## config.mk

```make
export PLATFORM = sky130hd
export DESIGN_NAME = demux_1_18_collector
export DESIGN_NICKNAME = d
export VERILOG_FILES = /design/src/rtl/ae_pkg.sv /design/src/rtl/idx_counter.sv /design/src/rtl/demux_1_18_collector.sv
export SDC_FILE = /design/constraint.sdc
export NUM_CORES = 1
export LEC_CHECK = 0
export ABC_AREA = 0
export CORE_MARGIN = 4
export CORE_UTILIZATION = 54
export CTS_BUF_LIST = sky130_fd_sc_hd__clkbuf_4
export DETAILED_ROUTE_END_ITERATION = 8
export PLACE_DENSITY = 0.88
export SYNTH_ARGS = -nofsm -noshare
export SYNTH_HDL_FRONTEND = slang
export SYNTH_SLANG_ARGS = --single-unit
export TNS_END_PERCENT = 10
```

## constraint.sdc

```tcl
create_clock -name clk -period 5.4 [get_ports clk]
set_input_delay 1.35 -clock clk [delete_from_list [all_inputs] [get_ports clk]]
set_output_delay 1.35 -clock clk [all_outputs]
set_load 0.03 [all_outputs]
```

## src/rtl/ae_pkg.sv

```systemverilog
// Shared constants and FSM state type for the 1-to-N word collector.
package ae_pkg;

    localparam int DATA_W  = 16;
    localparam int N_WORDS = 18;
    localparam int IDX_W   = 5;

    typedef enum logic [0:0] {
        COLLECT = 1'b0,
        FULL    = 1'b1
    } state_e;

endpackage

```

## src/rtl/idx_counter.sv

```systemverilog
// Slot index counter: wraps to 0 after N_WORDS-1, synchronous clear has priority.
module idx_counter #(
    parameter int IDX_W   = 5,
    parameter int N_WORDS = 18
) (
    input  logic             clk,
    input  logic             rst_n,
    input  logic             clr,
    input  logic             inc,
    output logic [IDX_W-1:0] idx,
    output logic             at_last
);

    localparam logic [IDX_W-1:0] LAST_IDX = IDX_W'(N_WORDS - 1);

    logic [IDX_W-1:0] idx_r;
    logic [IDX_W-1:0] idx_next_s;

    // Next index: clear, wrap at the last slot, or step by one.
    always_comb begin
        idx_next_s = idx_r;
        if (clr) begin
            idx_next_s = {IDX_W{1'b0}};
        end else if (inc) begin
            if (idx_r == LAST_IDX) begin
                idx_next_s = {IDX_W{1'b0}};
            end else begin
                idx_next_s = idx_r + IDX_W'(1);
            end
        end else begin
            idx_next_s = idx_r;
        end
    end

    // Index register.
    always_ff @(posedge clk or negedge rst_n) begin
        if (!rst_n) begin
            idx_r <= {IDX_W{1'b0}};
        end else begin
            idx_r <= idx_next_s;
        end
    end

    assign idx     = idx_r;
    assign at_last = (idx_r == LAST_IDX);

endmodule

```

## src/rtl/demux_1_18_collector.sv

```systemverilog
// Collects N_WORDS stream words into a parallel frame and holds it until acknowledged.
// Optional framing check via in_last/frame_err when DEMUX_LAST_CHECK_EN is defined.
module demux_1_18_collector
    import ae_pkg::state_e;
    import ae_pkg::COLLECT;
    import ae_pkg::FULL;
#(
    parameter int DATA_W  = ae_pkg::DATA_W,
    parameter int N_WORDS = ae_pkg::N_WORDS,
    parameter int IDX_W   = ae_pkg::IDX_W
) (
    input  logic                      clk,
    input  logic                      rst_n,
    input  logic [DATA_W-1:0]         in_data,
    input  logic                      in_valid,
    output logic                      in_ready,
    input  logic                      flush,
    output logic [N_WORDS*DATA_W-1:0] out_vec,
    output logic [IDX_W-1:0]          word_idx,
    output logic                      frame_valid,
`ifdef DEMUX_LAST_CHECK_EN
    input  logic                      in_last,
    output logic                      frame_err,
`endif
    input  logic                      frame_ack
);

    state_e                      state_r;
    state_e                      state_next_s;
    logic                        in_ready_r;
    logic                        frame_valid_r;
    logic [N_WORDS*DATA_W-1:0]   out_vec_r;
    logic [IDX_W-1:0]            word_idx_s;
    logic                        at_last_s;
    logic                        accept_s;
    logic                        wr_en_s;
    logic                        idx_clr_s;

    assign accept_s = in_valid && (state_r == COLLECT);
    // A flush in the same cycle discards the word outright.
    assign wr_en_s  = accept_s && !flush;

`ifdef DEMUX_LAST_CHECK_EN
    logic early_last_s;
    logic missing_last_s;
    logic frame_err_r;

    assign early_last_s   = wr_en_s && in_last && !at_last_s;
    assign missing_last_s = wr_en_s && !in_last && at_last_s;
    assign idx_clr_s      = flush || early_last_s;

    // Framing error flag: set on a misplaced/missing in_last, cleared on flush or a fresh frame start.
    always_ff @(posedge clk or negedge rst_n) begin
        if (!rst_n) begin
            frame_err_r <= 1'b0;
        end else if (flush) begin
            frame_err_r <= 1'b0;
        end else if (early_last_s || missing_last_s) begin
            frame_err_r <= 1'b1;
        end else if (wr_en_s && (word_idx_s == {IDX_W{1'b0}})) begin
            frame_err_r <= 1'b0;
        end else begin
            frame_err_r <= frame_err_r;
        end
    end

    assign frame_err = frame_err_r;
`else
    assign idx_clr_s = flush;
`endif

    idx_counter #(
        .IDX_W   (IDX_W),
        .N_WORDS (N_WORDS)
    ) u_idx_counter (
        .clk     (clk),
        .rst_n   (rst_n),
        .clr     (idx_clr_s),
        .inc     (wr_en_s),
        .idx     (word_idx_s),
        .at_last (at_last_s)
    );

    // Next-state logic; flush dominates every other event.
    always_comb begin
        state_next_s = state_r;
        if (flush) begin
            state_next_s = COLLECT;
        end else begin
            case (state_r)
                COLLECT: begin
                    if (accept_s && at_last_s) begin
                        state_next_s = FULL;
                    end else begin
                        state_next_s = COLLECT;
                    end
                end
                FULL: begin
                    if (frame_ack) begin
                        state_next_s = COLLECT;
                    end else begin
                        state_next_s = FULL;
                    end
                end
                default: state_next_s = COLLECT;
            endcase
        end
    end

    // State register plus handshake outputs registered from the next state.
    always_ff @(posedge clk or negedge rst_n) begin
        if (!rst_n) begin
            state_r       <= COLLECT;
            in_ready_r    <= 1'b1;
            frame_valid_r <= 1'b0;
        end else begin
            state_r       <= state_next_s;
            in_ready_r    <= (state_next_s == COLLECT);
            frame_valid_r <= (state_next_s == FULL);
        end
    end

    // Slot registers: only the addressed slot is written.
    always_ff @(posedge clk or negedge rst_n) begin
        if (!rst_n) begin
            out_vec_r <= {(N_WORDS*DATA_W){1'b0}};
        end else if (wr_en_s) begin
            for (int k = 0; k < N_WORDS; k++) begin
                if (word_idx_s == IDX_W'(k)) begin
                    out_vec_r[k*DATA_W +: DATA_W] <= in_data;
                end
            end
        end else begin
            out_vec_r <= out_vec_r;
        end
    end

    assign in_ready    = in_ready_r;
    assign frame_valid = frame_valid_r;
    assign out_vec     = out_vec_r;
    assign word_idx    = word_idx_s;

endmodule
```

==> flow_summary.ini, run 1 <==
[critical_path]
cp.required_ns = 4.05
crit_buf_inv = 1
rr_startpoint = u_idx_counter.idx[3]
slowest_delay_ns = 0.78
critPathSlowestCell = clkdlybuf4s50_1
worst_ep_arrival_time_ns = 2.07
crit_path_start = u_idx_counter.idx[3]
start_kind = flip-flop
cp-end-kind = output pin
critPathMaxFanout = 14
reg2reg_depth = 3
path_cells = clkdlybuf4s50_1
cp.depth = 1
crit_type = reg -> out
crit_family = buffers and inverters

[layout]
finish.instance_area_um2 = 15600
multi_input_area_um2 = 3680
drive_gt1_share_pct = 39.4
seq_area_um2 = 7380
num-fill-cells = 1305
finalNetCount = 1063
areaGrowthSynthToFinish_pct = 36.5

[power_and_ir_drop]
p_seq_share_pct = 46.5
comb_power_share_pct = 17.3
peakVddDrop_v = 0.000282
cell_internal_pwr_mw = 3.79
swShare_pct = 27.8
p_leak_nw = 7.49
p_per_area_nw_per_um2 = 337
power_switching_mw = 1.46
power.share.clock_pct = 36.2

[sta]
worst_slew_pin_slew_ns = 0.973
setup_viol = 0
period_share_pct = 63.4
hold_violations = 0
clock_skew_ns = 0.0293
fin_tns_setup_ns = 0
drv_slew = 0
rsz0062_at_grt = no
layout_min_cycle_time_ns = 3.42
max_freq_mhz = 292
max_slew_margin_pct = 35.1

[placement]
port_buffers = 315
dp_hpwl_um = 20400
place_area_um2 = 14600
place_congestion = 0.849

[clocking]
cts_resized = 0
cts_buffers = 76
clk_pin_slew_ns = 0.07
h-tree-depth = 3
clkLatencyLatePin_ns = 0.64
clock-sinks = 295
ctsHoldBuffers = 0
cts_tree = done
post_cts_buffers = 0
clock-root-buffer = clkbuf_4
clockBufferDepth = 3

[route]
drt-initial-drc-count = 216
drc = 0
wl_um = 29700
ant_nets = 0
firstDrtPassIters = 4
post_drt_wl_per_cell_um = 21.8
vias_per_cell = 5.35
num_vias = 7273

[run]
cap_violations = 0

[worst_hold_path]
hold_path_depth = 1
min_from = out_vec[28]
min_path_type = reg -> reg

[logic_synthesis]
ys_top_cells_by_count = dfrtp_1 (294), mux2_2 (288), clkbuf_1 (18)
synth-seq-cells = 295
ys_warn_count = 0
yosysMostFrequentCell = dfrtp_1
ys_seq_area_share_pct = 64.7
synth_edf_count = 0
synth-async-reset-ratio_pct = 100
synth_top_area_cell = dfrtp_1
syn_area_per_cell_um2 = 16.6
synth_top_area_share_pct = 64.5
ys_types = 30
syn_area_um2 = 11400
synthCells = 689
yosys-top-cells-area = dfrtp_1 (64%), mux2_2 (28%), buf_6 (1.4%)
synth_nets = 715
synth-main-ff-cell = dfrtp_1

[die]
io_pins = 316
fp.dieW_um = 153
die-area_um2 = 23500
die_h_um = 153
row_count = 52
start_util_pct = 55.7
core_area_um2 = 20500

[global_routing]
grt_pass1_vias = 7988
grt-ovfl-total = 0
antenna_found_initial = 2
grt_max_degree = 133
grt_util_all_layers_pct = 25.0
grt_pass1_wl_um = 46100

[outcome]
status = complete, no violations
==> worst paths after layout <==
check                                     to  slack [ns]
worst max-delay path             word_idx[3]        1.98
worst min register to register   out_vec[28]        0.50
worst max register to register    out_vec[7]        2.87
worst min-delay path             out_vec[28]        0.50
min in group asynchronous       out_vec[239]        0.84
max in group asynchronous       out_vec[212]        3.46
==> kinds of logic after synthesis <==
| group | Yosys count | synth area share, % |
|---|---|---|
| compound gates | 8 | 0.373 |
| fa+ha+maj | 5 | 0.548 |
| buf+inv | 52 | 3.09 |
| flops | 295 | 64.7 |
| mux | 288 | 28.4 |
| simple gates | 41 | 2.89 |
==> flip-flops by register name, summed over array words and instances, names as in the netlist <==
signal,cells
frame_valid,1
in_ready,1
out_vec,288
u_idx_counter.idx,5
==> layout make-up <==
cell class,count,area share (%)
clock inverter,8,0.385
antenna,2,0.0321
timing repair buffer,318,20.5
tap,270,2.17
clock buffer,121,5.83
inverter,4,0.0964
sequential,295,47.4
multi-input combinational,342,23.6
==> placed cells by master, fill, tap and decap left out, drive strengths merged <==
cell | Yosys | layout
or3 | 3 | 3
mux2 | 288 | 288
nand2b | 1 | 1
a21oi | 6 | 6
nand4 | 5 | 5
dfrtp | 294 | 294
buf | 30 | 4
clkinv | 0 | 5
o21ai | 1 | 1
and4 | 4 | 4
and2 | 1 | 1
bufinv | 0 | 1
dfstp | 1 | 1
nand3 | 4 | 4
clkinvlp | 0 | 1
clkdlybuf4s50 | 0 | 314
nor2 | 1 | 1
diode | 0 | 2
and3 | 6 | 6
nor2b | 6 | 6
clkbuf | 18 | 121
inv | 4 | 5
nor3b | 1 | 1
nor4b | 1 | 1
a21o | 1 | 1
nand2 | 4 | 4
and4bb | 1 | 1
or2 | 1 | 1
ha | 5 | 5
nand3b | 2 | 2
==> power by group through the flow <==
stage	sequential [mW]	clock [mW]	combinational [mW]
global route	2.46	2.08	0.952
finish	2.44	1.90	0.909
floorplan	2.78	0	0.164
CTS	2.44	1.96	0.918
detailed placement	2.48	0	0.914
global placement	2.47	0	0.899
==> layer usage <==
layer | share of wire (%) | track usage (%)
met1 | 39 | 29.6
met4 | 2.8 | 8.41
met2 | 49 | 41.5
met5 | 0 | 0
met3 | 9.0 | 10.6
==> per-stage QoR <==
| stage | std cells | util [%] | setup slack (ns) | total power [mW] | hold WS, ns |
|---|---|---|---|---|---|
| 2_1_floorplan | 689 | - | 2.59 | 2.94 | 0.710 |
| 3_5_place_dp | 1229 | 71.3 | 1.50 | 3.40 | 0.492 |
| 3_3_place_gp | 1229 | 71.3 | 1.59 | 3.37 | 0.487 |
| 5_1_grt | 1360 | 76.0 | 1.85 | 5.49 | 0.516 |
| 6_report | 1360 | 76.0 | 1.98 | 5.25 | 0.503 |
| 4_1_cts | 1358 | 76.0 | 1.93 | 5.32 | 0.506 |
Note: power is estimated with default switching activity, not from simulation.
==> run 2, diff against run 1 <==
--- a/config.mk
+++ b/config.mk
@@ -7,10 +7,10 @@
 export LEC_CHECK = 0
 export ABC_AREA = 0
 export CORE_MARGIN = 4
-export CORE_UTILIZATION = 54
+export CORE_UTILIZATION = 50
 export CTS_BUF_LIST = sky130_fd_sc_hd__clkbuf_4
 export DETAILED_ROUTE_END_ITERATION = 8
-export PLACE_DENSITY = 0.88
+export PLACE_DENSITY = 0.83
 export SYNTH_ARGS = -nofsm -noshare
 export SYNTH_HDL_FRONTEND = slang
 export SYNTH_SLANG_ARGS = --single-unit
==> constraint.sdc (replaced) <==
create_clock -name clk -period 3.2 [get_ports clk]
set_input_delay 0.8 -clock clk [delete_from_list [all_inputs] [get_ports clk]]
set_output_delay 0.8 -clock clk [all_outputs]
set_load 0.03 [all_outputs]
==> run 2 against run 1 <==
Effect of this change:
- via count is 0.36% higher
- first-iteration DRC count rose by 18%
- largest power group unchanged
- worst setup slack got worse by 1.7 ns
- flip-flop and latch count did not move
- highest routed layer unchanged
- largest cell class unchanged
- cell area grew 1.2%
==> flow_summary.ini, run 2 (synthesized netlist as in run 1, its figures left out) <==
[die]
fp.dieW_um = 159
io_pins = 316
start_util_pct = 50.6
die-area_um2 = 25300
die_h_um = 159
core_area_um2 = 22600
row_count = 55

[placement]
dp_hpwl_um = 20200
port_buffers = 315
placedCellCount = 1266
place_congestion = 0.765

[clocking]
clock-root-buffer = clkbuf_4
clk_pin_slew_ns = 0.06
clock-sinks = 295
cts_buffers = 78
ctsHoldBuffers = 0
clockBufferDepth = 3
cts_tree = done
clkLatencyLatePin_ns = 0.67
cts_resized = 0
h-tree-depth = 3
post_cts_buffers = 0

[layout]
num-fill-cells = 1562
areaGrowthSynthToFinish_pct = 38.2
largest_reg_flops = 288
mostFrequentLayoutCell = clkdlybuf4s50_1
multi_input_area_um2 = 3680
drive_gt1_share_pct = 40.3
seq_area_um2 = 7380
finalNetCount = 1087
final_cell_mix = clkdlybuf4s50_1 (314), dfrtp_1 (294), mux2_2 (288), clkbuf_4 (115), buf_4 (20)
fin_util_pct = 69.9
fin_cells = 1392

[critical_path]
path_cells = clkdlybuf4s50_1
critPathSlowestCell = clkdlybuf4s50_1
cp-end-kind = output pin
start_kind = flip-flop
crit_type = reg -> out
slowest_delay_ns = 0.79
rr_startpoint = u_idx_counter.idx[3]
cp.required_ns = 2.40
crit_path_start = u_idx_counter.idx[3]
crit_family = buffers and inverters
critPathMaxFanout = 14
crit_buf_inv = 1
worst_ep_arrival_time_ns = 2.14

[outcome]
status = complete, no violations

[route]
wl_um = 29400
post_drt_wl_per_cell_um = 21.1
ant_nets = 0
num_vias = 7299
vias_per_cell = 5.24
drc = 0
firstDrtPassIters = 4
drt-initial-drc-count = 254

[global_routing]
grt-ovfl-total = 0
grt_util_all_layers_pct = 23.4
grt_pass1_vias = 7900
grt_pass1_wl_um = 46500
antenna_found_initial = 1
grt_max_degree = 79

[sta]
fin_tns_setup_ns = 0
worst_slew_pin_slew_ns = 0.841
max_freq_mhz = 340
max_slew_margin_pct = 43.7
rsz0062_at_grt = no
drv_slew = 0
setup_viol = 0
period_share_pct = 91.9
hold_violations = 0
clock_skew_ns = 0.0346
layout_min_cycle_time_ns = 2.94

[worst_hold_path]
min_path_type = in -> async

[power_and_ir_drop]
peakVddDrop_v = 0.000420
p_leak_nw = 7.60
p_per_area_nw_per_um2 = 559

[run]
cap_violations = 0
-- run 2: cell type report --
| class | instances | area share [%] |
|---|---|---|
| tap | 285 | 2.26 |
| clock buffer | 115 | 5.47 |
| clock inverter | 10 | 0.405 |
| antenna | 1 | 0.0159 |
| sequential | 295 | 46.8 |
| multi-input combinational | 342 | 23.3 |
| inverter | 4 | 0.0952 |
| timing repair buffer | 340 | 21.6 |
-- run 2: report_power, final --
part | total (mW) | switching, mW | internal, mW
combinational | 1.55 | 0.902 | 0.649
sequential | 4.12 | 0.133 | 3.98
clock | 3.14 | 1.44 | 1.70
-- run 2: final timing paths --
check	to	slack [ns]	cells after the start
min reg2reg	out_vec[150]	0.50	1
min in group clk	out_vec[150]	0.50	1
max reg2reg	out_vec[67]	0.93	4
max in group asynchronous	out_vec[140]	2.20	2
min	out_vec[195]	0.11	1
max	word_idx[3]	0.26	1
-- run 2: metal layers --
layer / vias to the layer above / GRT usage (%) / share of wire [%]
met5: - / 0 / 0
met4: 0 / 8.01 / 2.5
met3: 62 / 8.59 / 7.9
met1: 3734 / 28.8 / 41
li1: 3219 / - / -
met2: 284 / 38.6 / 48
-- run 2: through the flow --
stage | area, um2 | total power [mW] | setup WS (ns) | hold slack, ns
6_report | 15800 | 8.81 | 0.259 | 0.112
5_1_grt | 15800 | 9.25 | 0.117 | 0.0817
4_1_cts | 15800 | 8.94 | 0.223 | 0.0784
3_5_place_dp | 14800 | 5.75 | 0.335 | 0.492
2_1_floorplan | 11400 | 4.96 | 0.943 | 0.504
3_3_place_gp | 14800 | 5.72 | 0.377 | 0.487
==> run 3, diff against run 2 <==
==> constraint.sdc (replaced) <==
create_clock -name clk -period 3.2 [get_ports clk]
set_input_delay 0.48 -clock clk [delete_from_list [all_inputs] [get_ports clk]]
set_output_delay 0.48 -clock clk [all_outputs]
set_load 0.03 [all_outputs]
==> run 3 against run 2 <==
Effect of this change:
- worst setup slack better by 0.38 ns
- non-clock buffer count is 4 lower
- clock skew shrank 0.0025 ns
- routed wire length increased by 0.96%
- die area is the same
- via count about the same
- highest routed layer unchanged
- register-to-register slack worse by 0.17 ns
- sequential power about the same
- largest power group unchanged
==> flow_summary.ini, run 3 (synthesized netlist as in run 1, its figures left out) <==
[outcome]
status = complete, no violations

[sta]
clock_skew_ns = 0.0321
layout_min_cycle_time_ns = 2.56
max_slew_margin_pct = 41.6
hold_violations = 0
drv_slew = 0
fin_tns_setup_ns = 0
max_freq_mhz = 391
rsz0062_at_grt = no
period_share_pct = 80.0
worst_slew_pin_slew_ns = 0.873
setup_viol = 0
layout_setup_ws_ns = 0.640

[clocking]
clock-root-buffer = clkbuf_4
h-tree-depth = 3
cts_resized = 0
clkLatencyLatePin_ns = 0.64
clockBufferDepth = 3
clk_pin_slew_ns = 0.07
post_cts_buffers = 0
clock-sinks = 295
cts_tree = done
cts_buffers = 76

[power_and_ir_drop]
finalPower_mw = 8.78
p_per_area_nw_per_um2 = 559
peakVddDrop_v = 0.000435
p_leak_nw = 7.56

[layout]
mostFrequentLayoutCell = clkdlybuf4s50_1
num-fill-cells = 1542
fin_cells = 1385
drive_gt1_share_pct = 39.7
fin_util_pct = 69.6
areaGrowthSynthToFinish_pct = 37.6
seq_area_um2 = 7380
finalNetCount = 1081
largest_reg_flops = 288
multi_input_area_um2 = 3680
final_cell_mix = clkdlybuf4s50_1 (314), dfrtp_1 (294), mux2_2 (288), clkbuf_4 (108), buf_4 (17)

[global_routing]
grt_pass1_wl_um = 46500
grt_util_all_layers_pct = 23.3
antenna_found_initial = 1
grt-ovfl-total = 0
met3_usage_pct = 8.02
grt_pass1_vias = 8099
gr-usage-met2_pct = 39.4
met1_usage_pct = 27.4
busiest_layer = met2
grt_max_degree = 86

[die]
die_h_um = 159
row_count = 55
fp.dieW_um = 159
io_pins = 316
start_util_pct = 50.6
core_area_um2 = 22600
die-area_um2 = 25300

[route]
drc = 0
vias_per_cell = 5.27
drt-initial-drc-count = 241
wl_um = 29700
firstDrtPassIters = 4
post_drt_wl_per_cell_um = 21.5
num_vias = 7295
ant_nets = 0

[run]
cap_violations = 0

[placement]
port_buffers = 315
placedCellCount = 1261
place_ws_ns = 0.470
dp_hpwl_um = 20800
place_congestion = 0.793

[worst_hold_path]
min_path_type = in -> async

[critical_path]
critPathMaxFanout = 14
crit_buf_inv = 1
reg2reg_to = out_vec[10]
crit_family = buffers and inverters
rr_startpoint = u_idx_counter.idx[3]
crit_end = word_idx[3]
crit_type = reg -> out
reg2reg_depth = 4
cp.required_ns = 2.72
cp.depth = 1
slowest_delay_ns = 0.78
cp-end-kind = output pin
ff2ff_setup_slack_ns = 0.76
path_cells = clkdlybuf4s50_1
crit_path_start = u_idx_counter.idx[3]
critPathSlowestCell = clkdlybuf4s50_1
worst_ep_arrival_time_ns = 2.08
start_kind = flip-flop
[run 3: cell count changes in the layout (fill, tap and decap cells not counted)]
| cell | change |
|---|---|
| clkbuf_4 | -7 |
| buf_4 | -3 |
| buf_12 | -2 |
| clkinv_1 | +2 |
| bufinv_16 | +1 |
| clkinv_2 | +1 |
| dlygate4sd3_1 | +1 |
[run 3: timing repair]
item                                   CTS  global route
setup endpoints to repair                0             0
hold buffers                             1             0
endpoints found under the hold margin   71             0
[run 3: report_power, final]
part	switching, mW	internal (mW)
Clock	1.41	1.70
Sequential	0.143	3.98
Combinational	0.900	0.647
[run 3: area by class of cell]
class,instances,share of cell area (%)
antenna,1,0.0159
clock buffer,108,5.16
clock inverter,14,0.677
inverter,4,0.0956
multi-input combinational,342,23.4
sequential,295,47.0
tap,285,2.27
timing repair buffer,336,21.4
[run 3: worst register-to-register path: stages, from the launching register on]
cell	delay, ns
dfrtp_1	0.58
nor4b_4	0.65
and3_1	0.43
buf_4	0.27
mux2_2	0.37
[run 3: worst min-delay path by stage]
stage                      start                   end  slack (ns)
floorplan                  rst_n           frame_valid        0.18
global placement    out_vec[280]          out_vec[280]        0.49
detailed placement  out_vec[284]          out_vec[284]        0.49
CTS                        rst_n  u_idx_counter.idx[4]        0.39
global route               rst_n          out_vec[125]        0.44
finish                     rst_n  u_idx_counter.idx[4]        0.43
[run 3: metal layers]
layer / up-vias / wire length (um)
li1: 3200 / -
met1: 3745 / 11800
met2: 295 / 14700
met3: 55 / 2320
met4: 0 / 910
met5: - / 0
[run 3: per-stage QoR]
stage	area (um2)	hold WS (ns)
detailed placement	14800	0.492
global placement	14800	0.487
floorplan	11400	0.184
global route	15700	0.443
CTS	15700	0.385
finish	15700	0.435
